==> src/rtl/mips_pkg.sv <==
`default_nettype none
// ============================================================================
//  Module      : mips_pkg
//  Description : Shared MIPS encodings (opcodes, functs, ALUOp) and the
//                ID/EX control bundle type.
//  Revision    : 1.0 - initial release
// ============================================================================
package mips_pkg;

    // Primary opcodes (instr[31:26])
    localparam logic [5:0] OP_RTYPE = 6'b000000;
    localparam logic [5:0] OP_LW    = 6'b100011;
    localparam logic [5:0] OP_SW    = 6'b101011;
    localparam logic [5:0] OP_BEQ   = 6'b000100;
    localparam logic [5:0] OP_ADDI  = 6'b001000;

    // R-type function codes (instr[5:0])
    localparam logic [5:0] F_ADD  = 6'b100000;
    localparam logic [5:0] F_ADDU = 6'b100001;
    localparam logic [5:0] F_SUB  = 6'b100010;
    localparam logic [5:0] F_AND  = 6'b100100;
    localparam logic [5:0] F_OR   = 6'b100101;
    localparam logic [5:0] F_NOR  = 6'b100111;
    localparam logic [5:0] F_SLT  = 6'b101010;

    // ALUOp handed to the EX-stage ALU control decoder
    localparam logic [1:0] ALUOP_ADD   = 2'b00;
    localparam logic [1:0] ALUOP_SUB   = 2'b01;
    localparam logic [1:0] ALUOP_FUNCT = 2'b10;

    // Control bits carried through ID/EX
    typedef struct packed {
        logic regdst;
        logic alusrc;
        logic memread;
        logic memwrite;
        logic memtoreg;
        logic regwrite;
        logic branch;
    } ctrl_t;

    localparam ctrl_t CTRL_NONE = '0;

endpackage : mips_pkg
`default_nettype wire

==> src/rtl/main_decoder.sv <==
`default_nettype none
// ============================================================================
//  Module      : main_decoder
//  Description : Combinational ID-stage main control decoder. Maps opcode and
//                funct onto the control bundle, ALUOp, rt-as-source flag and
//                an illegal-instruction flag.
//  Revision    : 1.0 - initial release
// ============================================================================
module main_decoder
    import mips_pkg::*;
(
    input  logic [5:0] opcode,
    input  logic [5:0] funct,
    output ctrl_t      ctrl,
    output logic [1:0] aluop,
    output logic       rt_used,
    output logic       illegal
);

    // Decode opcode/funct; unknown encodings yield no control and illegal=1
    always_comb begin
        ctrl    = CTRL_NONE;
        aluop   = ALUOP_ADD;
        rt_used = 1'b0;
        illegal = 1'b0;
        case (opcode)
            OP_RTYPE: begin
                // rt is read by every R-type, legal or not
                rt_used = 1'b1;
                case (funct)
                    F_ADD, F_ADDU, F_SUB, F_AND, F_OR, F_NOR, F_SLT: begin
                        aluop         = ALUOP_FUNCT;
                        ctrl.regdst   = 1'b1;
                        ctrl.regwrite = 1'b1;
                    end
                    default: illegal = 1'b1;
                endcase
            end
            OP_LW: begin
                ctrl.alusrc   = 1'b1;
                ctrl.memread  = 1'b1;
                ctrl.memtoreg = 1'b1;
                ctrl.regwrite = 1'b1;
            end
            OP_SW: begin
                rt_used       = 1'b1;
                ctrl.alusrc   = 1'b1;
                ctrl.memwrite = 1'b1;
            end
            OP_BEQ: begin
                rt_used     = 1'b1;
                aluop       = ALUOP_SUB;
                ctrl.branch = 1'b1;
            end
            OP_ADDI: begin
                ctrl.alusrc   = 1'b1;
                ctrl.regwrite = 1'b1;
            end
            default: illegal = 1'b1;
        endcase
    end

endmodule : main_decoder
`default_nettype wire

==> src/rtl/id_ex_ctrl.sv <==
`default_nettype none
// ============================================================================
//  Module      : id_ex_ctrl
//  Description : ID-stage decode, ID/EX control pipeline register, load-use
//                hazard detection and flush/stall/bubble arbitration.
//  Revision    : 1.0 - initial release
// ============================================================================
module id_ex_ctrl
    import mips_pkg::*;
#(
    parameter bit NOP_ON_ILLEGAL = 1'b1
) (
    input  logic        clk,
    input  logic        rst_n,
    input  logic [31:0] id_instr,
    input  logic        id_valid,
    input  logic        stall_in,
    input  logic        flush,
    output logic        hazard_stall,
    output logic        ex_valid,
    output logic [1:0]  ex_aluop,
    output logic [5:0]  ex_funct,
    output logic [4:0]  ex_rs,
    output logic [4:0]  ex_rt,
    output logic [4:0]  ex_rd,
    output logic        ex_regdst,
    output logic        ex_alusrc,
    output logic        ex_memread,
    output logic        ex_memwrite,
    output logic        ex_memtoreg,
    output logic        ex_regwrite,
    output logic        ex_branch,
    output logic        illegal_instr
);

    logic [4:0] rs, rt, rd;
    logic [5:0] funct;
    logic       unused_shamt;

    ctrl_t      dec_ctrl;
    logic [1:0] dec_aluop;
    logic       dec_rt_used;
    logic       dec_illegal;

    // ID/EX state and its next value
    ctrl_t      ctrl_q,  ctrl_d;
    logic       valid_q, valid_d;
    logic [1:0] aluop_q, aluop_d;
    logic [5:0] funct_q, funct_d;
    logic [4:0] rs_q, rs_d, rt_q, rt_d, rd_q, rd_d;
    logic       illegal_q, set_illegal;

    assign rs           = id_instr[25:21];
    assign rt           = id_instr[20:16];
    assign rd           = id_instr[15:11];
    assign funct        = id_instr[5:0];
    assign unused_shamt = ^id_instr[10:6];

    main_decoder u_main_decoder (
        .opcode  (id_instr[31:26]),
        .funct   (funct),
        .ctrl    (dec_ctrl),
        .aluop   (dec_aluop),
        .rt_used (dec_rt_used),
        .illegal (dec_illegal)
    );

    // Load-use: the load in EX writes a register the ID instruction reads
    always_comb begin
        hazard_stall = id_valid & valid_q & ctrl_q.memread & (rt_q != 5'd0) &
                       ((rt_q == rs) | (dec_rt_used & (rt_q == rt)));
    end

    // Next ID/EX contents: flush > external stall > hazard bubble > load
    always_comb begin
        ctrl_d      = ctrl_q;
        valid_d     = valid_q;
        aluop_d     = aluop_q;
        funct_d     = funct_q;
        rs_d        = rs_q;
        rt_d        = rt_q;
        rd_d        = rd_q;
        set_illegal = 1'b0;
        if (flush || (!stall_in && (hazard_stall || !id_valid))) begin
            // Bubble: nothing valid, fields parked at zero
            ctrl_d  = CTRL_NONE;
            valid_d = 1'b0;
            aluop_d = ALUOP_ADD;
            funct_d = 6'd0;
            rs_d    = 5'd0;
            rt_d    = 5'd0;
            rd_d    = 5'd0;
        end else if (!stall_in) begin
            funct_d = funct;
            rs_d    = rs;
            rt_d    = rt;
            rd_d    = rd;
            if (dec_illegal) begin
                set_illegal = 1'b1;
                ctrl_d      = CTRL_NONE;
                aluop_d     = ALUOP_ADD;
                valid_d     = !NOP_ON_ILLEGAL;
                if (NOP_ON_ILLEGAL) begin
                    funct_d = 6'd0;
                    rs_d    = 5'd0;
                    rt_d    = 5'd0;
                    rd_d    = 5'd0;
                end
            end else begin
                ctrl_d  = dec_ctrl;
                aluop_d = dec_aluop;
                valid_d = 1'b1;
            end
        end
    end

    // ID/EX pipeline register with sticky illegal flag
    always_ff @(posedge clk or negedge rst_n) begin
        if (!rst_n) begin
            ctrl_q    <= CTRL_NONE;
            valid_q   <= 1'b0;
            aluop_q   <= 2'b00;
            funct_q   <= 6'd0;
            rs_q      <= 5'd0;
            rt_q      <= 5'd0;
            rd_q      <= 5'd0;
            illegal_q <= 1'b0;
        end else begin
            ctrl_q    <= ctrl_d;
            valid_q   <= valid_d;
            aluop_q   <= aluop_d;
            funct_q   <= funct_d;
            rs_q      <= rs_d;
            rt_q      <= rt_d;
            rd_q      <= rd_d;
            illegal_q <= illegal_q | set_illegal;
        end
    end

    assign ex_valid      = valid_q;
    assign ex_aluop      = aluop_q;
    assign ex_funct      = funct_q;
    assign ex_rs         = rs_q;
    assign ex_rt         = rt_q;
    assign ex_rd         = rd_q;
    assign ex_regdst     = ctrl_q.regdst;
    assign ex_alusrc     = ctrl_q.alusrc;
    assign ex_memread    = ctrl_q.memread;
    assign ex_memwrite   = ctrl_q.memwrite;
    assign ex_memtoreg   = ctrl_q.memtoreg;
    assign ex_regwrite   = ctrl_q.regwrite;
    assign ex_branch     = ctrl_q.branch;
    assign illegal_instr = illegal_q;

endmodule : id_ex_ctrl
`default_nettype wire

==> config.mk <==
export PLATFORM = sky130hd
export DESIGN_NAME = id_ex_ctrl
export DESIGN_NICKNAME = d
export VERILOG_FILES = /design/src/rtl/mips_pkg.sv /design/src/rtl/main_decoder.sv /design/src/rtl/id_ex_ctrl.sv
export SDC_FILE = /design/constraint.sdc
export NUM_CORES = 1
export LEC_CHECK = 0
export ABC_CLOCK_PERIOD_IN_PS = 4400
export CAP_MARGIN = 30
export CORE_MARGIN = 5
export CORE_UTILIZATION = 43
export CTS_CLUSTER_SIZE = 24
export DETAILED_ROUTE_END_ITERATION = 6
export GPL_TIMING_DRIVEN = 1
export PLACE_DENSITY_LB_ADDON = 0.05
export SETUP_SLACK_MARGIN = 0.3
export SYNTH_ARGS = -nofsm -noshare
export SYNTH_HDL_FRONTEND = slang
export SYNTH_SLANG_ARGS = --single-unit
export TNS_END_PERCENT = 50
==> constraint.sdc <==
create_clock -name clk -period 4.4 [get_ports clk]
set_clock_uncertainty 0.15 [all_clocks]
set_input_delay 0.88 -clock clk [delete_from_list [all_inputs] [get_ports clk]]
set_output_delay 0.88 -clock clk [all_outputs]
set_load 0.005 [all_outputs]
Word-level counts from Yosys, hierarchy flattened
Index checks and enable logic that the tools add are counted.
{"block": "totals", "reg_bits": 32, "inputBits": 37, "wordCells": 83, "output_inout_bits": 33}
{"block": "classes", "eq_ne": 14, "n_reduce_logical": 12, "muxes": 36, "bitwise_logic": 7}
{"operator": "$eq A6 B6 Y1 const B", "n": 9}
{"operator": "$mux W5", "n": 9}
{"operator": "$mux W7", "n": 3}
{"operator": "$mux W6", "n": 3}
{"operator": "$mux W1", "n": 14}
{"operator": "$eq A5 B5 Y1", "n": 2}
{"operator": "$mux W2", "n": 4}
{"operator": "$reduce_or A7 Y1", "n": 1}
{"operator": "$eq A6 B3 Y1 const B", "n": 1}
{"operator": "$eq A6 B4 Y1 const B", "n": 1}
{"operator": "$logic_not A6 Y1", "n": 1}
{"operator": "$reduce_or A3 Y1", "n": 2}
{"operator": "$and A1 B1 Y1", "n": 5}
{"operator": "$reduce_bool A5 Y1", "n": 1}
{"operator": "$pmux W1 S2", "n": 2}
{"operator": "$pmux W2 S2", "n": 1}
{"operator": "$reduce_or A4 Y1", "n": 1}
{"operator": "$logic_not A1 Y1", "n": 2}
{"operator": "$logic_or A1 B1 Y1", "n": 2}
{"operator": "$ne A2 B1 Y1 const B", "n": 1}
{"operator": "$or A1 B1 Y1", "n": 2}
{"operator": "$reduce_or A2 Y1", "n": 1}
{"operator": "$logic_and A1 B1 Y1", "n": 1}

Longest topological paths before layout
Gate-level depths: netlist (run 1).
{"block": "depth", "depth_word": 11, "mapped_depth": 7, "ltp_nobuf": 5}

Hierarchy
Synthesis (run 1) repeated with hierarchy kept, for this count alone.
{"block": "hier_totals", "cells_unflattened": 228, "area_unflattened_um2": 2252.2}
{"mod": "id_ex_ctrl", "n_inst": 1, "seq_area_each_um2": 800.8, "area_each_um2": 2077.0, "cells_each": 202}
{"mod": "main_decoder", "n_inst": 1, "seq_area_each_um2": 0.0, "area_each_um2": 175.2, "cells_each": 26}

Least setup slack after synthesis (run 1)
No wires, ideal clock.
{"block": "synth_path", "path_kind": "input to output", "from": "input id_instr[31]", "to": "output hazard_stall", "slack_ps": 1586, "path_buffers": 0, "t_arrival_ps": 1784, "path_stages": 4, "required_time_ps": 3370, "cell_sequence": "or3_4 o22ai_1 and4_2 a41o_1"}
{"block": "synth_via", "elab_chain_cells": 6, "elab_cells_between_ends": 8, "cone_classes": "eq/ne: 2; mux: 1; bitwise: 3; reduce/logical: 2"}
{"item": "from (decl)", "line_no": "id_ex_ctrl.sv:15", "rtl": "input logic [31:0] id_instr,"}
{"item": "$eq A6 B3 Y1, or another cell as far along", "line_no": "main_decoder.sv:26", "rtl": "case (opcode)"}
{"item": "$reduce_or A3 Y1 (no source line) *"}
{"item": "$mux W1 *", "line_no": "main_decoder.sv:26"}
{"item": "$and A1 B1 Y1 *", "line_no": "id_ex_ctrl.sv:71", "rtl": "((rt_q == rs) | (dec_rt_used & (rt_q == rt)));"}
{"item": "$or A1 B1 Y1 *", "line_no": "id_ex_ctrl.sv:71"}
{"item": "$and A1 B1 Y1 *", "line_no": "id_ex_ctrl.sv:70", "rtl": "hazard_stall = id_valid & valid_q & ctrl_q.memread & (rt_q != 5'd0) &"}
{"item": "to (decl)", "line_no": "id_ex_ctrl.sv:19", "rtl": "output logic hazard_stall,"}
Mark *: on every way between the ends. The rest lies on a longest branch, timed or not.

Final worst setup path (run 1)
Ends and elaborated chain as after synthesis.

==> results.sh, run 1 <==
export IMPL_n_antenna_cell=0
export IMPL_initial_core_util=0.4410
export IMPL_netlist_area_mm2=0.001460
export IMPL_comb_power_share=0.114
export IMPL_path_clk_slew_ns=0.10
export IMPL_yosysWarnings=0
export IMPL_p_leak_nw=0.9662
export IMPL_cts_root_buf="clkbuf_4"
export IMPL_stdcell_count=230
export IMPL_finalSetupViolations=0
export IMPL_hold_viol=0
export IMPL_rsz0062_at_grt="false"
export IMPL_synth_net_count=153
export IMPL_grt_ovfl_total=0
export IMPL_die_area_mm2=0.004661
export IMPL_grt_max_degree=32
export IMPL_cp_top_family="buffers and inverters"
export IMPL_p_clk_frac=0.400
export IMPL_clk_path_buf_depth=2
export IMPL_required_ns=3.37
export IMPL_ios=70
export IMPL_min_path_type="flip-flop to flip-flop"
export IMPL_final_nets=220
export IMPL_period_minus_slack_ns=3.874
export IMPL_regToRegSetupSlack_ns=2.15
export IMPL_dp_hpwl_um=2766
export IMPL_layout_commonest_cell="clkdlybuf4s50_1"
export IMPL_syn_avg_cell_area_um2=12.59
export IMPL_cts_setup_buffers=0
export IMPL_first_global_vias=1266
export IMPL_htreeDepth=2
export IMPL_swShare=0.2269
export IMPL_final_period_utilization=0.8804
export IMPL_synthCells=116
export IMPL_vdd_ir_drop_max_v=0.0001855
export IMPL_grt_first_pass_wirelength_um=6154
export IMPL_dp_cells=222
export IMPL_drive_above_1_share=0.1467
export IMPL_core_area_mm2=0.003311
export IMPL_p_total_uw=591.3
export IMPL_crit_arrival_ns=2.84
export IMPL_cellPowerDensity_mw_per_mm2=266.7
export IMPL_maxCapViolCount=0
export IMPL_grtUsageTotal=0.1803
export IMPL_hold_buffers=0
export IMPL_worstSkewPairLatency_ns=0.33
export IMPL_gp_congestion=0.8816
export IMPL_post_route_drc_count=0
export IMPL_p_seq_frac=0.486
export IMPL_num_rows=21
export IMPL_dpl_worst_slack_ns=0.5030
export IMPL_multi_input_area_um2=630.6
export IMPL_syn2layout_area_growth_pct=51.84
export IMPL_drtAntennaViolNets=0
export IMPL_critPathMaxStageDelay_ns=0.50
export IMPL_wl_per_cell_um=16.56
export IMPL_vias=1259
export IMPL_portBuffers=64
export IMPL_status="complete, no violations"
export IMPL_seq_area_um2=775.7
export IMPL_setup_slack_ns=0.5261
export IMPL_yosys_register_bits=31
export IMPL_wl_um=3808
export IMPL_path_max_fanout=4
export IMPL_drt_initial_drc_count=93
export IMPL_worst_pin_slew_ns=0.6285
export IMPL_path_cells="clkdlybuf4s50_1 -> or3_4 -> o22ai_1 -> and4_2 -> a41o_1 -> clkdlybuf4s50_1"
export IMPL_cts_tree="yes"
export IMPL_worstSetupStartpointType="primary input"
export IMPL_clock_fmax_mhz=258.1
export IMPL_path_buf_inv=2
export IMPL_cpMostUsedCell="clkdlybuf4s50_1"
export IMPL_yosysUniqueCellTypes=35
export IMPL_tns_ns=0
export IMPL_cts_buffers=5
export IMPL_endpoint_kind="primary output"
export IMPL_antenna_found_initial=0
export IMPL_fp_dieH_um=68.27
export IMPL_die_w_um=68.27
export IMPL_switchingPower_uw=134.2
export IMPL_yosysSeqAreaShare=0.5313
export IMPL_clkSinkCount=31
export IMPL_critPathSlowestCell="clkdlybuf4s50_1"
export IMPL_p_int_uw=457.1
export IMPL_layout_common_cells="64 x clkdlybuf4s50_1, 31 x dfrtp_1, 19 x a22o_1, 10 x nor2_1, 9 x xor2_1"
export IMPL_relSlewSlack=0.5797
export IMPL_crit_type="primary input to primary output"
export IMPL_post_drt_via_cell_ratio=5.474
export IMPL_cts_resized=0
export IMPL_first_pass_iters=4
export IMPL_final_max_slew_viol_count=0
export IMPL_fillCellCount=280
state kept, by name, indices dropped and copies added, names as in the netlist:
signal and count:
ex_aluop 2, ex_alusrc 1, ex_branch 1, ex_funct 6
ex_memread 1, ex_memwrite 1, ex_rd 5, ex_regdst 1
ex_regwrite 1, ex_rs 5, ex_rt 5, ex_valid 1
illegal_instr 1
final timing paths:
check                                   startpoint                       to  depth (start not counted)
min in group asynchronous                    rst_n     ex_rd[4]$_DFFE_PN0P_                          2
max in group asynchronous                    rst_n     ex_rs[3]$_DFFE_PN0P_                          2
hold / removal             illegal_instr$_DFF_PN0_  illegal_instr$_DFF_PN0_                          1
hold reg to reg            illegal_instr$_DFF_PN0_  illegal_instr$_DFF_PN0_                          1
setup reg to reg              ex_rt[0]$_DFFE_PN0P_     ex_rt[3]$_DFFE_PN0P_                          6
setup / recovery                      id_instr[31]             hazard_stall                          6
metal layers:
metal,track usage,up-vias,part of all wire
met5,0,-,0
met3,0.06240,6,0.070
met2,0.2840,49,0.48
met1,0.2164,618,0.43
met4,0.09429,0,0.016
li1,-,586,-
cell usage after synthesis:
master | n | area, µm²
nand4_1 | 1 | 6.260
nor4_1 | 1 | 6.260
xnor2_1 | 1 | 8.760
a21o_2 | 1 | 8.760
a22o_1 | 19 | 166.4
o22ai_2 | 1 | 12.51
a21boi_0 | 1 | 7.510
or3_4 | 1 | 11.26
a21o_1 | 1 | 7.510
nand3_1 | 2 | 10.01
a21boi_2 | 1 | 11.26
nor3_1 | 1 | 5.000
nand2_1 | 2 | 7.510
nor3_4 | 1 | 16.27
clkbuf_1 | 3 | 11.26
a41o_1 | 1 | 10.01
a32o_1 | 6 | 60.06
a22o_2 | 4 | 40.04
and4_2 | 1 | 10.01
or3b_2 | 1 | 8.760
xor2_1 | 9 | 78.83
a41o_2 | 1 | 11.26
buf_6 | 3 | 33.78
or4_1 | 1 | 7.510
nor2_1 | 10 | 37.54
or3b_1 | 1 | 8.760
nor2b_1 | 2 | 12.51
or4b_4 | 1 | 13.76
inv_1 | 1 | 3.750
dfrtp_1 | 31 | 775.7
nor3_2 | 1 | 10.01
buf_4 | 1 | 7.510
a21oi_1 | 1 | 5.000
o22ai_1 | 2 | 12.51
o32ai_2 | 1 | 16.27
logic make-up (layout without fill, tap and decap cells):
kind of cell | Yosys count | in the layout | share of synthesized area
flops | 31 | 31 | 0.5313
compound gates | 40 | 40 | 0.2528
buf+inv | 8 | 76 | 0.03856
xor+xnor | 10 | 10 | 0.05999
simple gates | 27 | 27 | 0.1174
power groups by stage:
stage	clock network [mW]	logic, mW	registers (mW)
2_1_floorplan	0	0.0210	0.293
3_3_place_gp	0	0.0662	0.293
3_5_place_dp	0	0.0675	0.293
4_1_cts	0.242	0.0679	0.287
5_1_grt	0.255	0.0733	0.288
6_report	0.237	0.0675	0.287
metrics by stage:
stage                     area [µm²]    util  hold WS (ns)
after detailed placement        2131  0.6436        0.3172
after CTS                       2217  0.6697        0.3390
after floorplan                 1460       -        0.3063
after global placement          2131  0.6436        0.3025
final                           2217  0.6697        0.3376
after global routing            2217  0.6697        0.3686
layout make-up:
| type | instances | area share |
|---|---|---|
| Clock buffer | 6 | 0.02314 |
| Multi-Input combinational cell | 77 | 0.2844 |
| Sequential cell | 31 | 0.3499 |
| Clock inverter | 2 | 0.01580 |
| Tap cell | 46 | 0.02596 |
| Inverter | 1 | 0.001693 |
| Timing Repair Buffer | 67 | 0.2991 |
No activity file was read; power rests on OpenSTA's default activity.
==> run 2, diff against run 1 <==
Settings changed: CORE_UTILIZATION 43 to 51, CTS_CLUSTER_SIZE 24 to 8, GPL_TIMING_DRIVEN 1 to unset, SYNTH_HIERARCHICAL set to 1.
==> run 2 against run 1 <==
  * Combinational power is 46% higher
  * Cell area grew 36%
  * Worst hold slack gained 0.0076 ns
  * Largest power group unchanged
  * Clock-buffer cell count rose by 1
  * Sequential cell count rose by 1
  * Worst setup slack lost 0.0025 ns
  * Non-clock buffer count increased by 5
  * Die area is 25% higher
  * Routed wire length grew 52%
  * Power is 7.1% higher
  * Synthesized area is 54% higher
==> results.sh, run 2 <==
export IMPL_cts_resized=0
export IMPL_antenna_found_initial=0
export IMPL_portBuffers=64
export IMPL_clkSinkCount=32
export IMPL_required_ns=3.37
export IMPL_wl_um=5777
export IMPL_tns_ns=0
export IMPL_layout_common_cells="64 x clkdlybuf4s50_1, 32 x nor3b_1, 32 x dfrtp_1, 31 x nand3b_1"
export IMPL_cts_setup_buffers=0
export IMPL_post_drt_via_cell_ratio=6.015
export IMPL_period_minus_slack_ns=3.876
export IMPL_final_max_slew_viol_count=0
export IMPL_n_antenna_cell=0
export IMPL_path_max_fanout=6
export IMPL_synthFlopType="dfrtp_1"
export IMPL_dp_cells=327
export IMPL_grt_max_degree=33
export IMPL_num_rows=24
export IMPL_wl_per_cell_um=17.24
export IMPL_synth_edf_count=0
export IMPL_vdd_ir_drop_max_v=0.0001354
export IMPL_p_seq_frac=0.471
export IMPL_hold_viol=0
export IMPL_worstSetupStartpointType="primary input"
export IMPL_syn_avg_cell_area_um2=9.878
export IMPL_clock_fmax_mhz=258.0
export IMPL_grt_first_pass_wirelength_um=9784
export IMPL_fin_area_mm2=0.003015
export IMPL_endpoint_kind="primary output"
export IMPL_synth_common_cells="33 x nor3b_1, 32 x dfrtp_1, 31 x nand3b_1"
export IMPL_synth_most_common_cell="nor3b_1"
export IMPL_async_flop_share=1.000
export IMPL_initial_core_util=0.5208
export IMPL_switchingPower_uw=160.6
export IMPL_seq_area_um2=800.8
export IMPL_swShare=0.2536
export IMPL_worstSkewPairLatency_ns=0.28
export IMPL_path_clk_slew_ns=0.07
export IMPL_dp_hpwl_um=3955
export IMPL_layout_commonest_cell="clkdlybuf4s50_1"
export IMPL_drt_initial_drc_count=124
export IMPL_p_clk_frac=0.373
export IMPL_cts_root_buf="clkbuf_8"
export IMPL_first_pass_iters=4
export IMPL_synthCells=228
export IMPL_comb_power_share=0.156
export IMPL_maxCapViolCount=0
export IMPL_yosysSeqAreaShare=0.3556
export IMPL_post_route_drc_count=0
export IMPL_netlist_area_mm2=0.002252
export IMPL_hold_buffers=0
export IMPL_ios=70
export IMPL_htreeDepth=2
export IMPL_gp_congestion=0.7438
export IMPL_final_period_utilization=0.8810
export IMPL_multi_input_area_mm2=0.001344
export IMPL_clk_path_buf_depth=2
export IMPL_dpl_worst_slack_ns=0.5199
export IMPL_yosys_register_bits=32
export IMPL_die_w_um=76.45
export IMPL_yosysUniqueCellTypes=37
export IMPL_final_nets=319
export IMPL_synth_net_count=265
export IMPL_vias=2015
export IMPL_largest_reg_flops=6
export IMPL_first_global_vias=2005
export IMPL_setup_slack_ns=0.5236
export IMPL_synth_area_leader_cell="dfrtp_1"
export IMPL_cts_tree="yes"
export IMPL_cellPowerDensity_mw_per_mm2=210.0
export IMPL_grtUsageTotal=0.1991
export IMPL_grt_ovfl_total=0
export IMPL_core_area_mm2=0.004324
export IMPL_relSlewSlack=0.5870
export IMPL_synth_top_cell_area_share=0.3556
export IMPL_cts_buffers=5
export IMPL_drive_above_1_share=0.2014
export IMPL_p_total_uw=633.3
export IMPL_fp_dieH_um=76.45
export IMPL_finalSetupViolations=0
export IMPL_worst_pin_slew_ns=0.6195
export IMPL_stdcell_count=335
export IMPL_min_path_type="flip-flop to flip-flop"
export IMPL_p_leak_nw=1.056
export IMPL_rsz0062_at_grt="false"
export IMPL_drtAntennaViolNets=0
export IMPL_yosysWarnings=6
export IMPL_crit_type="primary input to primary output"
export IMPL_crit_arrival_ns=2.85
export IMPL_postPlaceCellArea_mm2=0.002922
export IMPL_fillCellCount=354
export IMPL_status="complete, no violations"
export IMPL_p_int_uw=472.7
export IMPL_yosys_top_cells_area="dfrtp_1 36%, o21ai_2 11%, nor3b_1 11%"
export IMPL_die_area_mm2=0.005845
export IMPL_syn2layout_area_growth_pct=33.89
## run 2: logic make-up after synthesis
group / synth area share
buffers and inverters: 0.05999
DFF: 0.3556
xor gates and xnor gates: 0.03889
AOI/OAI and AO/OA: 0.2594
and+or+nand+nor: 0.2861
## run 2: critical path, stage by stage
cell and delay [ns]:
clkdlybuf4s50_1 0.52, nor4_4 0.30, inv_1 0.11, a21oi_1 0.15, nand2_1 0.11, o22ai_4 0.11
and2b_2 0.17, clkdlybuf4s50_1 0.50
## run 2: final timing paths
kind	start	end	slack, ns	depth (start not counted)
max	id_instr[29]	hazard_stall	0.52	8
min reg2reg	illegal_instr$_DFF_PN0_	illegal_instr$_DFF_PN0_	0.35	2
max reg2reg	ex_rt[1]$_DFFE_PN0P_	ex_rt[4]$_DFFE_PN0P_	2.33	5
max in group asynchronous	rst_n	ex_funct[1]$_DFFE_PN0P_	2.94	2
min in group asynchronous	rst_n	ex_regdst$_DFFE_PN0P_	0.86	2
min	illegal_instr$_DFF_PN0_	illegal_instr$_DFF_PN0_	0.35	2
## run 2: layout make-up
cell class	instances	area share
Multi-Input combinational cell	170	0.4456
Sequential cell	32	0.2656
Timing Repair Buffer	72	0.2349
Clock buffer	7	0.02863
Tap cell	52	0.02158
Clock inverter	1	0.002490
Inverter	1	0.001245
## run 2: routing by layer
metal | vias to the layer above | track usage | wire, µm
li1 | 970 | - | -
met1 | 980 | 0.2607 | 2533
met2 | 54 | 0.3253 | 2833
met3 | 11 | 0.04728 | 315
met4 | 0 | 0.05769 | 94
met5 | - | 0 | 0
## run 2: power groups by stage
stage / combinational [mW] / sequential [mW] / clock, mW
2_1_floorplan: 0.0400 / 0.304 / 0
3_3_place_gp: 0.0972 / 0.304 / 0
3_5_place_dp: 0.0992 / 0.304 / 0
4_1_cts: 0.0996 / 0.299 / 0.242
5_1_grt: 0.106 / 0.299 / 0.259
6_report: 0.0987 / 0.299 / 0.236
## run 2: metrics by stage
step | hold WS, ns | utilization
after floorplan | 0.3175 | -
after global placement | 0.3132 | 0.6722
after detailed placement | 0.3275 | 0.6756
after CTS | 0.3455 | 0.6973
after global routing | 0.3982 | 0.6973
final | 0.3452 | 0.6973
==> run 3, diff against run 2 <==
Settings changed: CORE_UTILIZATION 51 to 52, CTS_BUF_LIST set to sky130_fd_sc_hd__clkbuf_2 sky130_fd_sc_hd__clkbuf_4 sky130_fd_sc_hd__clkbuf_8.
==> run 3 against run 2 <==
  * Maximum frequency is 0.15% higher
  * Critical path type unchanged
  * Highest routed layer unchanged
  * Clock power is 33% higher
  * Largest power group is now clock
  * Worst hold slack better by 0.0041 ns
==> results.sh, run 3 (synthesized netlist as in run 2, its figures left out) <==
export IMPL_die_area_mm2=0.005747
export IMPL_crit_type="primary input to primary output"
export IMPL_hold_buffers=0
export IMPL_p_clk_frac=0.441
export IMPL_worst_pin_slew_ns=0.6744
export IMPL_clock_fmax_mhz=258.3
export IMPL_layout_common_cells="64 x clkdlybuf4s50_1, 32 x nor3b_1, 32 x dfrtp_1, 31 x nand3b_1"
export IMPL_maxCapViolCount=0
export IMPL_portBuffers=64
export IMPL_p_int_uw=545.5
export IMPL_post_route_drc_count=0
export IMPL_rr_endpoint="illegal_instr$_DFF_PN0_"
export IMPL_wl_per_cell_um=17.03
export IMPL_dp_hpwl_um=3794
export IMPL_r2r_start="ex_rt[1]$_DFFE_PN0P_"
export IMPL_path_max_fanout=6
export IMPL_first_global_vias=1896
export IMPL_initial_core_util=0.5282
export IMPL_tns_ns=0
export IMPL_ios=70
export IMPL_swShare=0.2339
export IMPL_worstSetupStartpoint="id_instr[29]"
export IMPL_clkSinkCount=32
export IMPL_clk_path_buf_depth=2
export IMPL_required_ns=3.37
export IMPL_htreeDepth=2
export IMPL_relSlewSlack=0.5504
export IMPL_num_rows=24
export IMPL_worstSkewPairLatency_ns=0.28
export IMPL_first_pass_iters=4
export IMPL_stdcell_count=335
export IMPL_worstSetupEndpoint="hazard_stall"
export IMPL_rsz0062_at_grt="false"
export IMPL_min_from="illegal_instr$_DFF_PN0_"
export IMPL_vias=2018
export IMPL_p_leak_nw=1.076
export IMPL_antenna_found_initial=0
export IMPL_endpoint_kind="primary output"
export IMPL_drtAntennaViolNets=0
export IMPL_core_area_mm2=0.004264
export IMPL_p_total_uw=712.0
export IMPL_comb_power_share=0.139
export IMPL_drive_above_1_share=0.2049
export IMPL_drt_initial_drc_count=199
export IMPL_layout_commonest_cell="clkdlybuf4s50_1"
export IMPL_vdd_ir_drop_max_v=0.0001567
export IMPL_cts_resized=0
export IMPL_largest_reg_flops=6
export IMPL_crit_arrival_ns=2.84
export IMPL_cts_setup_buffers=0
export IMPL_die_w_um=75.81
export IMPL_switchingPower_uw=166.6
export IMPL_cellPowerDensity_mw_per_mm2=233.6
export IMPL_n_antenna_cell=0
export IMPL_regToRegSetupSlack_ns=2.32
export IMPL_wl_um=5704
export IMPL_grt_ovfl_total=0
export IMPL_finalSetupViolations=0
export IMPL_final_max_slew_viol_count=0
export IMPL_syn2layout_area_growth_pct=35.33
export IMPL_p_seq_frac=0.419
export IMPL_grt_max_degree=35
export IMPL_fillCellCount=347
export IMPL_cts_buffers=5
export IMPL_final_nets=319
export IMPL_grtUsageTotal=0.2104
export IMPL_post_drt_via_cell_ratio=6.024
export IMPL_cts_root_buf="clkbuf_8"
export IMPL_fp_dieH_um=75.81
export IMPL_cts_tree="yes"
export IMPL_status="complete, no violations"
export IMPL_period_minus_slack_ns=3.871
export IMPL_grt_first_pass_wirelength_um=9315
export IMPL_dp_cells=327
export IMPL_final_period_utilization=0.8797
export IMPL_path_clk_slew_ns=0.07
export IMPL_finalHoldWorstSlack_ns=0.3494
export IMPL_rr_worst_depth=5
export IMPL_gp_congestion=0.7838
export IMPL_min_path_type="flip-flop to flip-flop"
export IMPL_hold_viol=0
export IMPL_final_util=0.7148
export IMPL_worstSetupStartpointType="primary input"
[run 3: cell count changes in the layout (fill, tap and decap cells not counted)]
| cell | delta |
|---|---|
| clkinvlp_4 | -1 |
| clkbuf_1 | -1 |
| clkbuf_8 | +1 |
| bufinv_16 | +1 |
[run 3: metal layers]
layer / vias to the layer above / share of wire / GRT usage
li1: 971 / - / -
met1: 989 / 0.44 / 0.2795
met2: 52 / 0.49 / 0.3422
met3: 6 / 0.061 / 0.05013
met4: 0 / 0.0093 / 0.05631
met5: - / 0 / 0
[run 3: critical path, stage by stage]
cell and delay [ns]:
clkdlybuf4s50_1 0.52, nor4_4 0.30, inv_1 0.11, a21oi_1 0.15
nand2_1 0.11, o22ai_4 0.11, and2b_2 0.17, clkdlybuf4s50_1 0.49
[run 3: final cells by class]
| cell class | count | area, µm² | area share |
|---|---|---|---|
| flip-flops and latches | 32 | 800.8 | 0.2627 |
| clock inverters | 1 | 30.03 | 0.009852 |
| inverters | 1 | 3.754 | 0.001232 |
| well taps | 52 | 65.06 | 0.02135 |
| clock buffers | 7 | 96.34 | 0.03161 |
| multi-input cells | 170 | 1344 | 0.4409 |
| repair buffers | 72 | 708.2 | 0.2323 |
[run 3: worst min-delay path by stage]
stage                                         end  cells past startpoint  slack, ns
final                     illegal_instr$_DFF_PN0_                      2       0.35
after floorplan           illegal_instr$_DFF_PN0_                      2       0.32
after detailed placement  illegal_instr$_DFF_PN0_                      2       0.33
after global routing      ex_funct[0]$_DFFE_PN0P_                      2       0.39
after CTS                 illegal_instr$_DFF_PN0_                      2       0.35
after global placement    illegal_instr$_DFF_PN0_                      2       0.32
[run 3: per-stage QoR]
step,setup slack (ns),cell area (µm²)
after global placement,0.5339,2907
after global routing,0.3957,3048
after CTS,0.5010,3048
after detailed placement,0.5123,2922
after floorplan,1.493,2252
final,0.5293,3048
[run 3: power by group through the flow]
stage | combinational (mW) | sequential [mW] | clock, mW
floorplan | 0.0400 | 0.304 | 0
global placement | 0.0973 | 0.304 | 0
detailed placement | 0.0993 | 0.304 | 0
CTS | 0.0998 | 0.298 | 0.323
global route | 0.107 | 0.299 | 0.334
finish | 0.0992 | 0.299 | 0.314
